File: config.mk
export PLATFORM = sky130hd
export DESIGN_NAME = zeroriscy_mem_arbiter
export DESIGN_NICKNAME = d
export VERILOG_FILES = /design/src/rtl/zeroriscy_mem_arbiter.sv
export SDC_FILE = /design/constraint.sdc
export NUM_CORES = 1
export LEC_CHECK = 0
export ABC_AREA = 1
export CORE_AREA = 2 2 123 125
export DETAILED_ROUTE_END_ITERATION = 10
export DIE_AREA = 0 0 125 127
export GPL_TIMING_DRIVEN = 1
export SLEW_MARGIN = 10
export SYNTH_ARGS = -nofsm -noshare
export SYNTH_HDL_FRONTEND = slang
export SYNTH_SLANG_ARGS = --single-unit
File: constraint.sdc
create_clock -name clk -period 1.7 [get_ports clk]
set_input_delay 0.34 -clock clk [delete_from_list [all_inputs] [get_ports clk]]
set_output_delay 0.34 -clock clk [all_outputs]
set_load 0.02 [all_outputs]
File: src/rtl/zeroriscy_mem_arbiter.sv
// zeroriscy_mem_arbiter: two-master to one-slave req/gnt/rvalid arbiter with in-order response routing.
// Define ARB_ROUND_ROBIN_EN for alternating priority on contention; otherwise m0 always wins.
module zeroriscy_mem_arbiter #(
    parameter int DEPTH = 2,
    parameter int AW    = 32
) (
    input  logic          clk,
    input  logic          rst_n,
    input  logic          m0_req,
    input  logic          m0_we,
    input  logic [3:0]    m0_be,
    input  logic [AW-1:0] m0_addr,
    input  logic [31:0]   m0_wdata,
    output logic          m0_gnt,
    output logic          m0_rvalid,
    output logic [31:0]   m0_rdata,
    output logic          m0_err,
    input  logic          m1_req,
    input  logic          m1_we,
    input  logic [3:0]    m1_be,
    input  logic [AW-1:0] m1_addr,
    input  logic [31:0]   m1_wdata,
    output logic          m1_gnt,
    output logic          m1_rvalid,
    output logic [31:0]   m1_rdata,
    output logic          m1_err,
    output logic          s_req,
    output logic          s_we,
    output logic [3:0]    s_be,
    output logic [AW-1:0] s_addr,
    output logic [31:0]   s_wdata,
    input  logic          s_gnt,
    input  logic          s_rvalid,
    input  logic [31:0]   s_rdata,
    input  logic          s_err,
    output logic          protocol_err
);
    localparam int CW = $clog2(DEPTH + 1);
    localparam int PW = (DEPTH > 1) ? $clog2(DEPTH) : 1;

    logic [CW-1:0]    cnt_q, cnt_d;
    logic [PW-1:0]    wr_q, wr_d, rd_q, rd_d;
    logic [DEPTH-1:0] ids_q, ids_d;
    logic             protocol_err_q, protocol_err_d;
    logic             sel, push, pop, head;

    function automatic logic [PW-1:0] ptr_inc(input logic [PW-1:0] p);
        return (p == PW'(DEPTH - 1)) ? '0 : p + PW'(1);
    endfunction

`ifdef ARB_ROUND_ROBIN_EN
    logic last_q, last_d;
    always_comb sel = (m0_req & m1_req) ? ~last_q : m1_req;
    always_comb last_d = push ? sel : last_q;
    always_ff @(posedge clk or negedge rst_n) begin
        if (!rst_n) last_q <= 1'b1;
        else        last_q <= last_d;
    end
`else
    always_comb sel = ~m0_req;
`endif

    // Availability uses the registered count only, keeping s_rvalid off the grant path.
    always_comb begin
        s_req     = rst_n & (cnt_q < CW'(DEPTH)) & (m0_req | m1_req);
        s_we      = sel ? m1_we    : m0_we;
        s_be      = sel ? m1_be    : m0_be;
        s_addr    = sel ? m1_addr  : m0_addr;
        s_wdata   = sel ? m1_wdata : m0_wdata;
        push      = s_req & s_gnt;
        m0_gnt    = push & ~sel;
        m1_gnt    = push & sel;
        pop       = s_rvalid & (cnt_q != '0);
        head      = ids_q[rd_q];
        m0_rvalid = pop & ~head;
        m1_rvalid = pop & head;
        m0_err    = m0_rvalid & s_err;
        m1_err    = m1_rvalid & s_err;
        m0_rdata  = s_rdata;
        m1_rdata  = s_rdata;
    end

    always_comb begin
        cnt_d = (push & ~pop) ? cnt_q + CW'(1) : (pop & ~push) ? cnt_q - CW'(1) : cnt_q;
        wr_d  = push ? ptr_inc(wr_q) : wr_q;
        rd_d  = pop ? ptr_inc(rd_q) : rd_q;
        ids_d = ids_q;
        if (push) ids_d[wr_q] = sel;
        protocol_err_d = protocol_err_q | (s_rvalid & ~pop);
    end

    always_ff @(posedge clk or negedge rst_n) begin
        if (!rst_n) begin
            cnt_q          <= '0;
            wr_q           <= '0;
            rd_q           <= '0;
            ids_q          <= '0;
            protocol_err_q <= 1'b0;
        end else begin
            cnt_q          <= cnt_d;
            wr_q           <= wr_d;
            rd_q           <= rd_d;
            ids_q          <= ids_d;
            protocol_err_q <= protocol_err_d;
        end
    end

    assign protocol_err = protocol_err_q;
endmodule
==> results of run 1 <==
==> synthesized netlist by cell type <==
library cell / n / area share, %
a31o_2: 1 / 0.50
inv_2: 1 / 0.21
dfrtp_1: 7 / 9.9
inv_1: 9 / 1.9
buf_2: 7 / 2.0
nand4_1: 2 / 0.71
nor3_1: 2 / 0.57
buf_6: 7 / 4.5
nand3_1: 3 / 0.85
xor2_1: 1 / 0.50
xnor2_1: 2 / 0.99
nor2_4: 2 / 1.3
o21ai_0: 1 / 0.28
buf_4: 65 / 28
nor2_1: 4 / 0.85
nand2_1: 220 / 47
ha_1: 1 / 0.71
==> cell families (layout without fill, tap and decap cells) <==
group,after synthesis,in the layout
buf+inv,89,254
fa+ha+maj,1,1
compound gates,2,2
flops,7,7
xor+xnor,3,3
simple gates,233,233
==> final timing paths <==
| path | from | endpoint | slack, ns |
|---|---|---|---|
| hold / removal | rst_n | rd_q | 0.07 |
| setup / recovery | s_rvalid | m0_err | 0.06 |
| max in group asynchronous | rst_n | wr_q | 1.51 |
| hold reg to reg | protocol_err | protocol_err | 0.47 |
| min in group clk | protocol_err | protocol_err | 0.47 |
| setup reg to reg | cnt_q[1] | cnt_q[1] | 0.21 |
==> registers in the layout, summed over array words and instances, names as in the netlist <==
name          count
cnt_q             2
ids_q             2
protocol_err      1
rd_q              1
wr_q              1
==> what timing repair did <==
action | CTS | global route
gates resized for setup | 99 | 22
pin swaps | 0 | 1
endpoints found under the setup margin | 77 | 19
endpoints found under the hold margin | 0 | 0
==> worst register-to-register path, cell delays in order (launching register included) <==
cell and delay (ns):
dfrtp_1 0.36, inv_2 0.08, nand2_2 0.07, nor2_4 0.09, nand2_2 0.08, buf_4 0.15
inv_1 0.04, ha_1 0.22, inv_1 0.06, nand3_1 0.08, xor2_1 0.14
==> power groups by stage <==
| stage | Sequential [uW] | Clock (uW) | Combinational [uW] |
|---|---|---|---|
| finish | 287 | 394 | 1440 |
| detailed placement | 285 | 0 | 1560 |
| global route | 295 | 421 | 1580 |
| CTS | 284 | 402 | 1440 |
| global placement | 284 | 0 | 1550 |
| floorplan | 281 | 0 | 840 |
==> cells in the final DEF, fill, tap and decap left out, types with 3 or more instances in the layout <==
cell type and count:
nand2_1 217, clkdlybuf4s50_1 141, dlygate4sd2_1 58, buf_4 15, clkdlybuf4s15_1 11, inv_1 8, dfrtp_1 7, buf_2 7
buf_12 5, nor2_1 4, nand2_2 3, nand3_1 3, clkbuf_16 3, dlymetal6s2s_1 3
==> layout make-up <==
| class | count | area share (%) |
|---|---|---|
| repair buffers | 240 | 60.80 |
| multi-input cells | 239 | 25.50 |
| well taps | 184 | 6.047 |
| flip-flops and latches | 7 | 4.601 |
| clock buffers | 4 | 2.070 |
| inverters | 10 | 0.9859 |
==> through the flow <==
stage                     TNS (ns)  hold slack, ns
after detailed placement    -16.03          0.4678
after CTS                        0          0.4266
final                            0         0.06844
after global routing             0         0.08942
after floorplan                  0         0.04441
after global placement      -15.86          0.4711
==> routing by layer <==
layer | GRT usage, % | share of wire [%]
met1 | 9.440 | 38
met2 | 14.00 | 48
met3 | 3.434 | 12
met4 | 2.680 | 2.6
met5 | 0 | 0
==> results.py, run 1 <==
metrics = {
    "pwr": {
        "leakage_uw": 0.001979,
        "peakVddDrop_mv": 0.4876,
        "power_density_nw_per_um2": 556.1,
        "finalPower_uw": 2117,
        "sw_frac_of_total_pct": 37.53,
        "intPower_uw": 1323,
        "clkPwrFrac_pct": 18.6,
        "p_seq_share_pct": 13.5,
        "power_frac_comb_pct": 67.9,
        "power_switching_uw": 794.5,
    },
    "sta": {
        "worst_pin_slew_ns": 0.2809,
        "period_needed_ns": 1.636,
        "finalWorstSetupSlack_ns": 0.06385,
        "max_slew_margin_pct": 81.35,
        "fmax_ghz": 0.6112,
        "setup_viol": 0,
        "hold_violations": 0,
        "slew_violations": 0,
        "final.setup_skew_ns": 0.001800,
        "period_share_pct": 96.24,
        "rsz0062_at_grt": "no",
    },
    "detailed_routing": {
        "firstDrtPassIters": 4,
        "ant_nets": 0,
        "routed_wl_um": 7158,
        "vias": 2462,
        "viasPerCell": 3.599,
        "drc": 0,
        "wl_per_cell_um": 10.46,
        "first_iter_violations": 48,
    },
    "clock_tree": {
        "cts-hold-fix-buffers": 0,
        "cts_buffers": 3,
        "clk_path_buf_depth": 2,
        "cts-root-buf": "clkbuf_16",
        "clk_pin_slew_ns": 0.04,
        "clock_sinks": 7,
        "clkLatencyLatePin_ns": 0.23,
        "tritoncts": "yes",
        "htree_levels": 1,
        "cts_setup_buffers": 0,
    },
    "critical_path": {
        "slowest_stage": "clkdlybuf4s50_1",
        "critical_path_class": "in -> out",
        "start_kind": "input port",
        "reg2regPathDepth": 10,
        "slowest_delay_ns": 0.50,
        "crit_fanout": 5,
        "critical_path_cell_count": 4,
        "path_cells": "clkdlybuf4s50_1 > nand2_2 > nor3_2 > buf_2",
        "path_delay_family": "buffers and inverters",
        "cp_num_buf_inv": 2,
        "cp.required_ns": 1.36,
        "critical_path.endpoint_type": "primary output",
        "cp_data_arrival_time_ns": 1.30,
    },
    "synth": {
        "ys_seq_area_share_pct": 9.908,
        "synthesis.area_um2": 1768,
        "synthMuxAreaShare_pct": 0,
        "synth-compound-area-share_pct": 0.7785,
        "yosys.area_share.simple_pct": 50.96,
        "synthAdderAreaFrac_pct": 0.7077,
        "synth_xor_area_share_pct": 1.486,
        "synth_top_family_by_area": "simple AND/OR/NAND/NOR gates",
        "ys_ff_latch": 7,
        "yosysWarningCount": 0,
        "synth_fp_nets": 513,
        "synthesis.area_per_instance_um2": 5.277,
        "netlist_instances": 335,
        "yosysUniqueCellTypes": 17,
    },
    "finish": {
        "post-route-util_pct": 26.40,
        "fin_nets": 679,
        "fillers": 1630,
        "multi_input_area_um2": 970.9,
        "syn_to_final_growth_pct": 115.4,
        "regArea_um2": 175.2,
        "layout-drive-gt1-share_pct": 8.000,
        "final_area_um2": 3807,
        "antenna_cells": 0,
        "fin_cells": 684,
    },
    "placement": {
        "gp_congestion": 0.7348,
        "preCtsSetupSlack_ns": -0.4816,
        "numPortBuffers": 221,
        "hpwl_um": 6172,
        "placedInstanceArea_um2": 3809,
        "place_inst": 680,
    },
    "global_routing": {
        "grt_pass1_vias": 2323,
        "grt_max_degree": 46,
        "grt_pass1_wl_um": 10920,
        "antenna_found_initial": 0,
        "gr-total-overflow": 0,
        "grtUsageTotal_pct": 8.249,
    },
    "min_path": {
        "holdCritPathClass": "in -> async",
    },
    "job": {
        "maxCapViolations": 0,
    },
    "floorplan": {
        "core_area_um2": 14420,
        "fp.dieW_um": 125,
        "io_pins": 318,
        "initial_core_util_pct": 12.26,
        "die-area_um2": 15880,
        "die_h_um": 127,
        "num_rows": 44,
    },
    "status": {
        "outcome": "finished, final reports clean",
    },
}
(Power assumes the default switching activity.)
==> inputs of run 2 (changes only) <==
--- a/config.mk
+++ b/config.mk
@@ -9,7 +9,7 @@
 export CORE_AREA = 2 2 123 125
 export DETAILED_ROUTE_END_ITERATION = 10
 export DIE_AREA = 0 0 125 127
-export GPL_TIMING_DRIVEN = 1
+export GPL_TIMING_DRIVEN = 0
 export SLEW_MARGIN = 10
 export SYNTH_ARGS = -nofsm -noshare
 export SYNTH_HDL_FRONTEND = slang
==> results.py, run 2 (synthesis results as in run 1) <==
metrics = {
    "clock_tree": {
        "clkLatencyLatePin_ns": 0.23,
        "htree_levels": 1,
        "clock_sinks": 7,
        "cts-hold-fix-buffers": 0,
        "clk_pin_slew_ns": 0.04,
        "clk_path_buf_depth": 2,
        "cts_buffers": 3,
        "tritoncts": "yes",
        "cts-root-buf": "clkbuf_16",
    },
    "critical_path": {
        "start_kind": "input port",
        "critical_path.endpoint_type": "primary output",
        "critical_path_class": "in -> out",
        "crit_fanout": 4,
        "cp.required_ns": 1.36,
        "cp_data_arrival_time_ns": 1.33,
    },
    "finish": {
        "final_common_cell": "nand2_1",
        "final_area_um2": 4875,
        "reg.largest.list": "cnt_q: 2 flops, ids_q: 2 flops",
        "antenna_cells": 0,
        "layout-drive-gt1-share_pct": 18.11,
        "syn_to_final_growth_pct": 175.7,
        "final_cell_mix": "nand2_1, clkdlybuf4s50_1, buf_4",
        "fin_nets": 803,
    },
    "detailed_routing": {
        "wl_met1_um": 3778,
        "firstDrtPassIters": 4,
        "routed_wl_um": 9825,
        "dr.max_layer_used": "met4",
        "ant_nets": 0,
        "dr_wl_met3_um": 822,
        "wl_per_cell_um": 12.16,
        "wl_met2_um": 5203,
        "first_iter_violations": 45,
        "vias": 2858,
        "viasPerCell": 3.537,
        "drc": 0,
    },
    "placement": {
        "gp_congestion": 0.7380,
        "hpwl_um": 8533,
        "numPortBuffers": 284,
        "placedInstanceArea_um2": 4841,
        "preCtsSetupSlack_ns": -0.8949,
    },
    "pwr": {
        "power_switching_uw": 931.9,
        "power_density_nw_per_um2": 481.6,
        "sw_frac_of_total_pct": 39.69,
        "leakage_uw": 0.002456,
        "peakVddDrop_mv": 0.3510,
        "clkPwrFrac_pct": 16.9,
        "power_frac_comb_pct": 70.7,
        "p_seq_share_pct": 12.4,
        "intPower_uw": 1416,
    },
    "floorplan": {
        "core_area_um2": 14420,
        "num_rows": 44,
        "fp.dieW_um": 125,
        "die_h_um": 127,
        "die-area_um2": 15880,
        "io_pins": 318,
        "initial_core_util_pct": 12.26,
    },
    "global_routing": {
        "antenna_found_initial": 0,
        "grt_pass1_wl_um": 14150,
        "gr-total-overflow": 0,
        "grt_pass1_vias": 2851,
        "grtUsageTotal_pct": 11.00,
        "grt_max_degree": 11,
    },
    "sta": {
        "rsz0062_at_grt": "no",
        "setup_viol": 0,
        "worst_pin_slew_ns": 0.2386,
        "hold_violations": 0,
        "finalWorstSetupSlack_ns": 0.03396,
        "fmax_ghz": 0.6002,
        "period_share_pct": 98.00,
        "period_needed_ns": 1.666,
        "max_slew_margin_pct": 83.99,
        "tns_ns": 0,
        "slew_violations": 0,
        "final.setup_skew_ns": 0.0004375,
    },
    "min_path": {
        "holdCritPathClass": "in -> async",
    },
    "status": {
        "outcome": "finished, final reports clean",
    },
    "job": {
        "maxCapViolations": 0,
    },
}
-- run 2: changes by cell type in the layout (fill, tap and decap cells not counted), moves of 3 or more --
| cell | change |
|---|---|
| buf_4 | +60 |
| clkbuf_2 | +8 |
| dlygate4sd2_1 | -23 |
| clkdlybuf4s50_1 | +66 |
| dlymetal6s2s_1 | -3 |
| buf_12 | -5 |
| buf_2 | -3 |
| buf_6 | +8 |
| clkdlybuf4s15_1 | +10 |
| clkdlybuf4s15_2 | +6 |
-- run 2: repair_timing --
item / in CTS / in global routing
pin swaps: 1 / 0
buffers inserted: 1 / 0
resized for setup: 140 / 30
endpoints found under the setup margin: 78 / 30
-- run 2: cell type report --
type / count / area (um2)
Buffer: 79 / 623.1
Clock buffer: 4 / 78.83
Fill cell: 1599 / 9549
Inverter: 10 / 45.04
Multi-Input combinational cell: 239 / 975.9
Sequential cell: 7 / 175.2
Tap cell: 184 / 230.2
Timing Repair Buffer: 285 / 2746
-- run 2: path summary, 6_finish.rpt --
path / from / endpoint / slack [ns] / cells after the start
max: m1_req / m1_gnt / 0.03 / 6
min: rst_n / protocol_err / 0.04 / 1
max reg2reg: cnt_q[1] / cnt_q[1] / 0.19 / 9
min reg2reg: protocol_err / protocol_err / 0.46 / 1
max in group asynchronous: rst_n / ids_q[1] / 1.48 / 1
min in group clk: protocol_err / protocol_err / 0.46 / 1
-- run 2: metal layers --
layer  up-vias  global-route usage (%)
met3         2                   2.387
li1       1509                       -
met4         0                   1.176
met1      1186                   12.49
met2       161                   21.64
met5         -                       0
-- run 2: power by group through the flow --
stage | Clock (uW) | Sequential [uW] | Combinational [uW]
6_report | 397 | 291 | 1660
5_1_grt | 412 | 301 | 1790
4_1_cts | 402 | 291 | 1680
3_5_place_dp | 0 | 291 | 1760
3_3_place_gp | 0 | 290 | 1750
2_1_floorplan | 0 | 281 | 840
-- run 2: critical path: stages --
cell	delay [ns]
clkdlybuf4s50_1	0.51
nor2_4	0.05
nor2_4	0.10
nand2_2	0.09
nor2_1	0.10
buf_4	0.15
-- run 2: through the flow --
step | util (%) | total power [uW] | hold slack [ns] | instances
finish | 33.80 | 2348 | 0.04466 | 808
global route | 33.80 | 2507 | 0.06134 | 808
CTS | 33.82 | 2368 | 0.05124 | 808
detailed placement | 33.56 | 2048 | 0.4592 | 803
global placement | 33.56 | 2036 | 0.4522 | 803
floorplan | - | 1121 | 0.04441 | 335
==> inputs of run 3 (changes only) <==
==> constraint.sdc (replaced) <==
create_clock -name clk -period 1.7 [get_ports clk]
set_input_delay 0.255 -clock clk [delete_from_list [all_inputs] [get_ports clk]]
set_output_delay 0.255 -clock clk [all_outputs]
set_load 0.02 [all_outputs]
==> results.py, run 3 (synthesis results as in run 1) <==
metrics = {
    "status": {
        "outcome": "finished, final reports clean",
    },
    "floorplan": {
        "initial_core_util_pct": 12.26,
        "die-area_um2": 15880,
        "fp.dieW_um": 125,
        "core_area_um2": 14420,
        "io_pins": 318,
        "num_rows": 44,
        "die_h_um": 127,
    },
    "global_routing": {
        "gr-total-overflow": 0,
        "antenna_found_initial": 0,
        "grt_pass1_wl_um": 14160,
        "grt_max_degree": 11,
        "grtUsageTotal_pct": 11.03,
        "grt_pass1_vias": 2840,
    },
    "clock_tree": {
        "clk_path_buf_depth": 2,
        "cts_setup_buffers": 0,
        "clk_pin_slew_ns": 0.04,
        "clock_sinks": 7,
        "cts-root-buf": "clkbuf_16",
        "tritoncts": "yes",
        "htree_levels": 1,
        "clkLatencyLatePin_ns": 0.23,
        "cts_buffers": 3,
    },
    "placement": {
        "numPortBuffers": 284,
        "hpwl_um": 8533,
        "gp_congestion": 0.7380,
        "place_inst": 803,
    },
    "sta": {
        "tns_ns": 0,
        "worst_pin_slew_ns": 0.3206,
        "period_share_pct": 95.63,
        "rsz0062_at_grt": "no",
        "hold_violations": 0,
        "setup_viol": 0,
        "period_needed_ns": 1.626,
        "hold-worst-slack_ns": 0.4635,
        "final.setup_skew_ns": 0.0001857,
        "max_slew_margin_pct": 78.55,
        "fmax_ghz": 0.6151,
        "slew_violations": 0,
    },
    "detailed_routing": {
        "viasPerCell": 3.528,
        "ant_nets": 0,
        "vias": 2851,
        "routed_wl_um": 9807,
        "first_iter_violations": 38,
        "drc": 0,
        "wl_per_cell_um": 12.14,
        "firstDrtPassIters": 4,
    },
    "finish": {
        "reg.largest.list": "cnt_q: 2 flops, ids_q: 2 flops",
        "syn_to_final_growth_pct": 175.3,
        "post-route-util_pct": 33.74,
        "final_cell_mix": "nand2_1, clkdlybuf4s50_1, dlygate4sd2_1",
        "fin_nets": 803,
        "fin_cells": 808,
        "antenna_cells": 0,
        "final_common_cell": "nand2_1",
        "layout-drive-gt1-share_pct": 15.22,
    },
    "pwr": {
        "power_density_nw_per_um2": 478.9,
        "leakage_uw": 0.002496,
        "peakVddDrop_mv": 0.3473,
        "finalPower_uw": 2331,
    },
    "critical_path": {
        "start_kind": "input port",
        "path_common_cell": "nor2_4",
        "cp.required_ns": 1.44,
        "cp_num_buf_inv": 2,
        "critical_path_class": "in -> out",
        "slowest_delay_ns": 0.51,
        "path_delay_family": "buffers and inverters",
        "slowest_stage": "clkdlybuf4s50_1",
        "path_cells": "clkdlybuf4s50_1 > nor2_4 > nor2_4 > nand2_2 > nor2_1 > buf_2",
        "critical_path.endpoint_type": "primary output",
        "crit_fanout": 6,
        "cp_data_arrival_time_ns": 1.37,
    },
    "job": {
        "maxCapViolations": 0,
    },
    "min_path": {
        "holdCritPathClass": "reg -> reg",
    },
}
[run 3: cell count changes in the layout (fill, tap and decap cells not counted), moves of 4 or more]
| cell | delta |
|---|---|
| dlygate4sd2_1 | +37 |
| clkdlybuf4s15_1 | -21 |
| clkbuf_2 | -8 |
| buf_4 | -4 |
| clkdlybuf4s15_2 | -4 |
[run 3: area by class of cell]
class	instances	area, um2
Clock buffer	4	78.83
Buffer	79	623.1
Inverter	10	42.54
Multi-Input combinational cell	239	967.2
Timing Repair Buffer	285	2750
Tap cell	184	230.2
Fill cell	1610	9557
Sequential cell	7	175.2
[run 3: final timing paths]
| kind | startpoint | end | slack (ns) | depth (start not counted) |
|---|---|---|---|---|
| worst min-delay path | protocol_err | protocol_err | 0.46 | 1 |
| min in group asynchronous | rst_n | protocol_err | 0.57 | 2 |
| worst max-delay path | m1_req | m0_gnt | 0.07 | 6 |
| worst max register to register | cnt_q[1] | cnt_q[1] | 0.16 | 9 |
| worst min register to register | protocol_err | protocol_err | 0.46 | 1 |
| max in group asynchronous | rst_n | ids_q[1] | 0.89 | 2 |
[run 3: through the flow]
step	setup slack [ns]	cell area (um2)
2_1_floorplan	0.1553	1768
3_3_place_gp	-0.7161	4841
3_5_place_dp	-0.7249	4841
4_1_cts	-0.08941	4875
5_1_grt	0.007135	4867
6_report	0.07425	4867
[run 3: where the power goes]
| part | internal [uW] | switching (uW) | total (uW) |
|---|---|---|---|
| registers | 242 | 54.2 | 296 |
| logic | 854 | 784 | 1640 |
| clock network | 312 | 85.3 | 397 |
[run 3: per-layer routing]
| layer | track usage (%) | share of wire, % |
|---|---|---|
| met5 | 0 | 0 |
| met4 | 1.176 | 0.20 |
| met3 | 2.303 | 8.1 |
| met2 | 21.68 | 53 |
| met1 | 12.59 | 39 |
[run 3: worst register-to-register path, cell delays in order (launching register included)]
cell and delay (ns):
dfrtp_1 0.35, inv_1 0.12, nand2_1 0.11, nor2_4 0.16, nand2_2 0.10, inv_1 0.06
ha_1 0.24, inv_1 0.06, nand3_1 0.08, xor2_1 0.14
[run 3: what timing repair did]
item                       4_1_cts  5_1_grt
hold endpoints to repair         7        0
setup endpoints to repair       78        3
gates resized for setup        103        4
cloned                           0        0
pin swaps                        1        1
hold buffers                     1        0
